<file path="src/rtl/scan_sequencer.sv">
// rtl/scan_sequencer.sv - time-multiplexed channel scanner feeding a 3-to-8 decoder
//
// Steps a 3-bit select through the channels enabled in mask. Each channel is
// shown (sel_en=1) for DWELL_CYC cycles, then sel_en is held low for BLANK_CYC
// cycles. The cycle in which sel changes is always one of those low cycles, so
// the decoder never sees a select change while it is enabled.
//
// Parameters:
//   DWELL_CYC   cycles sel_en is high per channel (>=1)
//   BLANK_CYC   cycles sel_en is low between channels (>=0)
//
// Ports:
//   clk         system clock, rising edge
//   rst_n       asynchronous active-low reset
//   run         1 = scanning enabled
//   mask        channel enable mask, bit i enables channel i
//   sel         channel index (decoder in)
//   sel_en      drive enable (decoder en)
//   step_pulse  1-cycle pulse in the cycle sel takes a new value
//   frame_done  1-cycle pulse when the scan wraps back to the first channel
//
// Build option:
//   SCAN_PINGPONG_EN  when defined, scan bounces lowest->highest->lowest set
//                     bit and frame_done marks the down-to-up turn; when
//                     undefined, ascending circular scan with no direction bit.

module scan_sequencer #(
    parameter int DWELL_CYC = 100000,
    parameter int BLANK_CYC = 16
) (
    input  logic       clk,
    input  logic       rst_n,
    input  logic       run,
    input  logic [7:0] mask,
    output logic [2:0] sel,
    output logic       sel_en,
    output logic       step_pulse,
    output logic       frame_done
);

    localparam int MAX_CYC = (DWELL_CYC > BLANK_CYC) ? DWELL_CYC : BLANK_CYC;
    localparam int CNT_W   = (MAX_CYC < 1) ? 1 : $clog2(MAX_CYC + 1);

    // In SHOW, cnt=0 is the cycle in which sel has just changed (sel_en still
    // low); cnt=1..DWELL_CYC are the enabled cycles. That first cycle also
    // counts as the final blank cycle, so the BLANK state only has to cover
    // the remaining BLANK_CYC-1 cycles. With BLANK_CYC of 0 or 1 the scan goes
    // straight from the last enabled cycle to the next advance.
    localparam logic [CNT_W-1:0] SHOW_LAST  = CNT_W'(DWELL_CYC);
    localparam logic [CNT_W-1:0] BLANK_LAST = CNT_W'((BLANK_CYC >= 2) ? BLANK_CYC - 2 : 0);
    localparam bit               HAS_BLANK  = (BLANK_CYC >= 2);

    typedef enum logic [1:0] {
        IDLE,
        SHOW,
        BLANK
    } state_t;

    state_t           state;
    logic [CNT_W-1:0] cnt;

    logic       active;
    logic       adv_now;
    logic [2:0] adv_sel;
    logic       adv_fd;

    function automatic logic [2:0] lowest_set(input logic [7:0] m);
        logic [2:0] idx;
        idx = 3'd0;
        for (int i = 7; i >= 0; i--) begin
            if (m[i]) begin
                idx = 3'(i);
            end
        end
        return idx;
    endfunction

    assign active = run && (mask != 8'h00);

    // An advance happens on the edge that ends the last low cycle before the
    // next channel; run=0 or mask=0 in that cycle suppresses it entirely.
    assign adv_now = active &&
                     (((state == SHOW) && (cnt == SHOW_LAST) && !HAS_BLANK) ||
                      ((state == BLANK) && (cnt == BLANK_LAST)));

`ifdef SCAN_PINGPONG_EN
    logic       dir_up;
    logic       adv_dir_up;
    logic [3:0] above;
    logic [3:0] below;

    // {found, index} of the closest set bit strictly above cur
    function automatic logic [3:0] nearest_above(input logic [7:0] m, input logic [2:0] cur);
        logic [3:0] r;
        r = 4'd0;
        for (int i = 7; i >= 0; i--) begin
            if (m[i] && (3'(i) > cur)) begin
                r = {1'b1, 3'(i)};
            end
        end
        return r;
    endfunction

    // {found, index} of the closest set bit strictly below cur
    function automatic logic [3:0] nearest_below(input logic [7:0] m, input logic [2:0] cur);
        logic [3:0] r;
        r = 4'd0;
        for (int i = 0; i < 8; i++) begin
            if (m[i] && (3'(i) < cur)) begin
                r = {1'b1, 3'(i)};
            end
        end
        return r;
    endfunction

    always_comb begin
        above      = nearest_above(mask, sel);
        below      = nearest_below(mask, sel);
        // No other set bit in either direction: stay put, count a frame.
        adv_sel    = sel;
        adv_fd     = 1'b1;
        adv_dir_up = 1'b1;
        if (dir_up) begin
            if (above[3]) begin
                adv_sel    = above[2:0];
                adv_fd     = 1'b0;
                adv_dir_up = 1'b1;
            end else if (below[3]) begin
                adv_sel    = below[2:0];
                adv_fd     = 1'b0;
                adv_dir_up = 1'b0;
            end
        end else begin
            if (below[3]) begin
                adv_sel    = below[2:0];
                adv_fd     = 1'b0;
                adv_dir_up = 1'b0;
            end else if (above[3]) begin
                adv_sel    = above[2:0];
                adv_fd     = 1'b1;
                adv_dir_up = 1'b1;
            end
        end
    end
`else
    // Next set bit strictly after cur, searching circularly; returns cur
    // itself when it is the only set bit.
    function automatic logic [2:0] next_circular(input logic [7:0] m, input logic [2:0] cur);
        logic [2:0] idx;
        logic [2:0] cand;
        logic       found;
        idx   = cur;
        found = 1'b0;
        for (int i = 1; i < 8; i++) begin
            cand = cur + 3'(i);
            if (!found && m[cand]) begin
                idx   = cand;
                found = 1'b1;
            end
        end
        return idx;
    endfunction

    always_comb begin
        adv_sel = next_circular(mask, sel);
        adv_fd  = (adv_sel <= sel);
    end
`endif

    always_ff @(posedge clk or negedge rst_n) begin
        if (!rst_n) begin
            state      <= IDLE;
            cnt        <= '0;
            sel        <= 3'd0;
            sel_en     <= 1'b0;
            step_pulse <= 1'b0;
            frame_done <= 1'b0;
`ifdef SCAN_PINGPONG_EN
            dir_up     <= 1'b1;
`endif
        end else begin
            step_pulse <= 1'b0;
            frame_done <= 1'b0;

            case (state)
                IDLE: begin
                    sel_en <= 1'b0;
                    cnt    <= '0;
                    if (active) begin
                        // A restart always begins at the lowest set bit.
                        sel        <= lowest_set(mask);
                        step_pulse <= 1'b1;
                        state      <= SHOW;
`ifdef SCAN_PINGPONG_EN
                        dir_up     <= 1'b1;
`endif
                    end
                end

                SHOW: begin
                    if (!active) begin
                        state  <= IDLE;
                        sel_en <= 1'b0;
                        cnt    <= '0;
                    end else if (cnt == SHOW_LAST) begin
                        sel_en <= 1'b0;
                        cnt    <= '0;
                        if (HAS_BLANK) begin
                            state <= BLANK;
                        end
                    end else begin
                        sel_en <= 1'b1;
                        cnt    <= cnt + 1'b1;
                    end
                end

                BLANK: begin
                    sel_en <= 1'b0;
                    if (!active) begin
                        state <= IDLE;
                        cnt   <= '0;
                    end else begin
                        cnt <= cnt + 1'b1;
                    end
                end

                default: begin
                    state  <= IDLE;
                    sel_en <= 1'b0;
                    cnt    <= '0;
                end
            endcase

            // Advance overrides the per-state updates above: new channel,
            // pulses, and restart of the SHOW count with sel_en held low.
            if (adv_now) begin
                sel        <= adv_sel;
                step_pulse <= 1'b1;
                frame_done <= adv_fd;
                state      <= SHOW;
                cnt        <= '0;
                sel_en     <= 1'b0;
`ifdef SCAN_PINGPONG_EN
                dir_up     <= adv_dir_up;
`endif
            end
        end
    end

endmodule

</file>
<file path="config.mk">
export PLATFORM = sky130hd
export DESIGN_NAME = scan_sequencer
export DESIGN_NICKNAME = d
export VERILOG_FILES = /design/src/rtl/scan_sequencer.sv
export SDC_FILE = /design/constraint.sdc
export NUM_CORES = 1
export LEC_CHECK = 0
export BUFFER_PORTS_ARGS = -buffer_cell sky130_fd_sc_hd__clkbuf_2
export CAP_MARGIN = 20
export CORE_ASPECT_RATIO = 1.1
export CORE_UTILIZATION = 55
export CTS_CLUSTER_DIAMETER = 200
export CTS_CLUSTER_SIZE = 40
export DETAILED_ROUTE_END_ITERATION = 10
export GPL_TIMING_DRIVEN = 0
export HOLD_SLACK_MARGIN = 0.03
export PLACE_DENSITY = 0.74
export RECOVER_POWER = 25
export REMOVE_ABC_BUFFERS = 1
export SLEW_MARGIN = 20
export SYNTH_ARGS = -nofsm -noshare
export SYNTH_HDL_FRONTEND = slang
export SYNTH_SLANG_ARGS = --single-unit
</file>
<file path="constraint.sdc">
create_clock -name clk -period 3.95 [get_ports clk]
set_clock_uncertainty 0.2 [all_clocks]
set_input_delay 0.79 -clock clk [delete_from_list [all_inputs] [get_ports clk]]
set_output_delay 0.79 -clock clk [all_outputs]
set_load 0.02 [all_outputs]
</file>
Word level (Yosys, flattened, before mapping):

Cells that the tools add are included.
W data, S select, Z words.

* logic and storage cells: 107
* memories: 0
* latch bits: 0
* register bits: 25
* ROM bits: 0
* output and inout bits: 6
* RAM bits: 0

* $mul: 0
* reductions and logical operators: 21
* magnitude comparators: 8
* equality and inequality tests: 7
* shift-type cells: 0
* div/mod/pow operators: 0
* muxes and demuxes: 57
* bitwise gates (word level): 0
* $add $sub $neg: 8

Operator list (number)
* $mux W17: 4
* $mux W3: 18
* $pmux W17 S2: 1
* $lt A3 B4 Y1 const B: 7
* $bmux W1 S3: 7
* $mux W1: 21
* $add A17 B1 Y17 const B: 1
* $eq A17 B17 Y1 const B: 1
* $eq A17 B4 Y1 const B: 1
* $add A3 B3 Y3 const B: 4
* $mux W2: 5
* $logic_and A1 B1 Y1: 9
* $reduce_bool A8 Y1: 1
* $add A3 B2 Y3 const B: 2
* $logic_not A1 Y1: 6
* $ne A3 B3 Y1 const B: 2
* $pmux W2 S3: 1
* $ne A4 B3 Y1 const B: 1
* $reduce_bool A2 Y1: 2
* $add A3 B1 Y3 const B: 1
* $le A3 B3 Y1: 1
* $reduce_and A3 Y1: 1
* $eq A2 B1 Y1 const B: 1
* $eq A2 B2 Y1 const B: 1
* other kinds (2): 2

Logic depth before layout (Yosys ltp):

* word-level depth: 24
* gate-level depth with buffers: 17

Worst setup path before layout:

No wires, ideal clock.

* path type: register -> register
* from: register sel[1]
* to: register frame_done
* arrival: 3223 ps
* clock period less this slack: 3495 ps
* path slack: 455 ps
* buffers on the path: 2
* cell stages (with the launch flop): 15
* path through: dfrtp_1 -> buf_1 -> inv_1 -> ha_1 -> clkbuf_8 -> mux4_2 -> nor4b_4 -> nand2_1 -> o211ai_1 -> nand2_2 -> ha_1 -> a21o_1 -> a21oi_1 -> a31oi_1 -> nor2_1

* longest elaborated chain between the ends: 24
* elaborated cells between the ends (all ways): 48

Ends and longest elaborated chain
* start: declaration: RTL line 35 `output logic [2:0] sel,`
* start signal: assignment: RTL line 191 `sel <= lowest_set(mask);`
* start signal: assignment: RTL line 237 `sel <= adv_sel;`
* $add A3 B1 Y3: RTL line 155 `cand = cur + 3'(i);`
* $bmux W1 S3: RTL line 156 `if (!found && m[cand]) begin`
* $mux W1 (implied by the code): RTL line 156
* $mux W1: RTL line 156
* $logic_not A1 Y1: RTL line 156
* $logic_and A1 B1 Y1: RTL line 156
* $mux W1: RTL line 156
* $logic_not A1 Y1: RTL line 156
* [... 8 more ...]
* $logic_not A1 Y1: RTL line 156
* $logic_and A1 B1 Y1: RTL line 156
* $mux W1: RTL line 156
* $logic_not A1 Y1: RTL line 156
* $logic_and A1 B1 Y1: RTL line 156
* $mux W3: RTL line 156
* $le A3 B3 Y1 *: RTL line 166 `adv_fd = (adv_sel <= sel);`
* $mux W1 *: RTL line 236 `if (adv_now) begin`
* end signal: assignment: RTL line 239 `frame_done <= adv_fd;`
* end: declaration: RTL line 38 `output logic frame_done`

Every way passes the cells marked *; elsewhere a longest branch is shown, timed or not. The select of a mux whose other input is x is not followed.
A chain may end at the register's enable or synchronous reset.

Worst setup path after layout:

* from: register sel[0]
* to: register frame_done

Same word-level chain as after synthesis.

==> flow_summary.json <==
{
  "clock_sinks": 25,
  "die_area_um2": 4340,
  "use_met2": 0.389,
  "dpl_worst_slack_ns": -0.304,
  "cts_root_buffer": "clkbuf_8",
  "ys_types": 53,
  "via_per_inst": 6.08,
  "synth_cells": 233,
  "period_minus_slack_ns": 3.69,
  "clock_latency_ns": 0.27,
  "critPathMaxFanout": 21,
  "diodes": 0,
  "avgSynthCellArea_um2": 9.64,
  "rsz0062_at_grt": "no",
  "maxSlewViolCount": 0,
  "worst-setup-path-type": "flip-flop to flip-flop",
  "min_period_over_period": 0.935,
  "worst_slew_pin_slew_ns": 1.26,
  "n_fill_cell": 330,
  "syn_area_um2": 2250,
  "fin_cells": 299,
  "grt_pass1_vias": 1703,
  "htree_levels": 1,
  "hold-path-cell-count": 1,
  "route.detailed.drc": 0,
  "p_per_area_nw_per_um2": 769,
  "cts_inserted_buffers": 3,
  "start_util": 0.571,
  "cts_hold_buf": 0,
  "dpl.hpwl_um": 3480,
  "rows": 24,
  "busiest_layer": "met2",
  "crit_chain": "inv_1, ha_4, mux4_1, mux2i_1, o21ai_0, a21oi_1, o21ai_2, xnor2_1, ha_1, inv_1, a21o_1, a21oi_1, a31oi_1, nor2_1",
  "fmax_ghz": 0.271,
  "layout-drive-gt1-share": 0.178,
  "fp.dieW_um": 62.9,
  "wl_per_cell_um": 15.7,
  "slowest_stage": "mux4_1",
  "clk_path_buf_depth": 2,
  "final_area_um2": 2400,
  "synthArstFlopShare": 1.00,
  "cts_tree": "yes",
  "globalRouteOverflowTotal": 0,
  "drv_cap": 0,
  "peakVddDrop_uv": 482,
  "io_pins": 17,
  "grt.met1_usage": 0.282,
  "layout_setup_ws_ns": 0.256,
  "r2r_start": "sel[0]$_DFFE_PN0P_",
  "core-area_um2": 3930,
  "use_met3": 0.0298,
  "yosys_register_bits": 25,
  "firstDrtPassIters": 4,
  "grt_pass1_wl_um": 7800,
  "status": "complete, no violations",
  "port_buffers": 16,
  "routed_wl_um": 4700,
  "reg2reg_depth": 14,
  "gp_congestion": 0.828,
  "vias": 1819,
  "syn_to_final_growth_pct": 6.74,
  "cellLeakagePower_nw": 1.02,
  "antenna_found_initial": 0,
  "setup_viol": 0,
  "yosysSeqAreaShare": 0.279,
  "hold_slack_ns": 0.325,
  "die_h_um": 69.0,
  "grt_max_degree": 26,
  "hold_viol": 0,
  "clkTransAtPathRegs_ns": 0.09,
  "reg2reg_to": "frame_done$_DFF_PN0_",
  "path_buf_inv": 2,
  "fin_nets": 270,
  "hold-path-endpoint": "cnt[0]$_DFF_PN0_",
  "hp-class": "flip-flop to flip-flop",
  "placed_area_um2": 2330,
  "synth_ff_type": "dfrtp_1",
  "cp_slowest_stage_delay_ns": 0.67,
  "cp.arrival_ns": 3.70,
  "cp.required_ns": 3.96,
  "drtIter0Drc": 111,
  "relSlewSlack": 0.158,
  "critPathCaptureType": "flip-flop",
  "yosys_warnings": 0,
  "place_inst": 295,
  "rrSetupSlack_ns": 0.26,
  "hp-start": "cnt[0]$_DFF_PN0_",
  "ant_nets": 0,
  "crit_path_start_kind": "flip-flop",
  "grt_util_all_layers": 0.225,
  "cp_top_family": "multiplexers",
  "synth_edf_count": 0
}
## cells in the mapped netlist, types with 6 or more instances
cell / instances / area, µm²
nor2_1: 26 / 97.6
dfrtp_1: 25 / 626
nand2_1: 19 / 71.3
inv_1: 16 / 60.1
ha_1: 11 / 138
o21ai_0: 10 / 50.1
mux2i_1: 9 / 90.1
nand3_1: 9 / 45.0
xnor2_1: 9 / 78.8
a21oi_1: 8 / 40.0
xor2_1: 8 / 70.1
and3_1: 6 / 37.5
mux4_2: 6 / 135
## cell usage in the layout, fill, tap and decap left out, types with 2 or more instances in the layout
cell      netlist  final
nor2_1         26     26
dfrtp_1        25     23
nand2_1        19     19
inv_1          16     16
clkbuf_2        0     15
o21ai_0        10     10
ha_1           11     10
xnor2_1         9      9
mux2i_1         9      9
nand3_1         9      9
a21oi_1         8      8
xor2_1          8      8
mux4_2          6      6
and3_1          6      6
mux4_1          5      5
mux2_2          5      5
nor3_1          5      5
nor4_1          5      5
a211oi_1        4      4
or4_1           3      3
clkbuf_8        2      3
or3_1           2      2
a31oi_1         2      2
o211ai_1        2      2
nand4_1         2      2
and2_1          2      2
o221ai_1        2      2
a22oi_1         2      2
a21o_1          2      2
## flip-flops by register name, summed over array words and instances (netlist names)
name	count
sel_en	1
state	2
cnt	17
step_pulse	1
frame_done	1
sel	3
## cell families (layout without fill, tap and decap cells)
family | count (synthesis) | count (layout) | share of synthesized area
buffers and inverters | 22 | 36 | 0.0529
xor gates and xnor gates | 19 | 19 | 0.0858
DFF | 25 | 25 | 0.279
and+or+nand+nor | 86 | 86 | 0.195
adders and majority gates | 11 | 11 | 0.0613
AOI/OAI and AO/OA | 44 | 44 | 0.136
muxes | 26 | 26 | 0.191
## cell type report
cell class | instances | area (µm²) | share of cell area
timing repair buffer | 16 | 78.8 | 0.0329
tap | 52 | 65.1 | 0.0271
inverter | 16 | 60.1 | 0.0251
clock inverter | 1 | 7.51 | 0.00313
sequential | 25 | 631 | 0.263
multi-input combinational | 186 | 1510 | 0.632
clock buffer | 3 | 41.3 | 0.0172
## repair_timing
action	CTS	global route
endpoints found under the setup margin	1	1
gates cloned	0	0
setup buffers	0	0
gates resized for setup	2	3
## worst max-delay path by stage
stage          depth (start not counted)              endpoint          startpoint  slack [ns]
5_1_grt                               14  frame_done$_DFF_PN0_  sel[0]$_DFFE_PN0P_        0.08
3_3_place_gp                          12  frame_done$_DFF_PN0_  sel[0]$_DFFE_PN0P_       -0.24
6_report                              14  frame_done$_DFF_PN0_  sel[0]$_DFFE_PN0P_        0.26
2_1_floorplan                         14  frame_done$_DFF_PN0_  sel[0]$_DFFE_PN0P_        0.14
3_5_place_dp                          14  frame_done$_DFF_PN0_  sel[0]$_DFFE_PN0P_       -0.30
4_1_cts                               14  frame_done$_DFF_PN0_  sel[1]$_DFFE_PN0P_        0.03
## where the power goes
group	internal (W)	switching (W)
clock	0.0000715	0.0000817
combinational	0.000613	0.000703
sequential	0.000291	0.0000840
total	0.000976	0.000869
## metal layers
metal | share of wire | up-vias
met1 | 0.43 | 883
met5 | 0 | -
li1 | - | 885
met3 | 0.027 | 12
met4 | 0.019 | 0
met2 | 0.52 | 39
## through the flow
stage | utilization | total power (W) | TNS, ns
after floorplan | - | 0.00138 | 0
after global placement | 0.593 | 0.00162 | -0.236
after detailed placement | 0.593 | 0.00165 | -0.304
after CTS | 0.606 | 0.00181 | 0
after global routing | 0.609 | 0.00198 | 0
final | 0.609 | 0.00184 | 0
No activity file was read; power rests on OpenSTA's default activity.
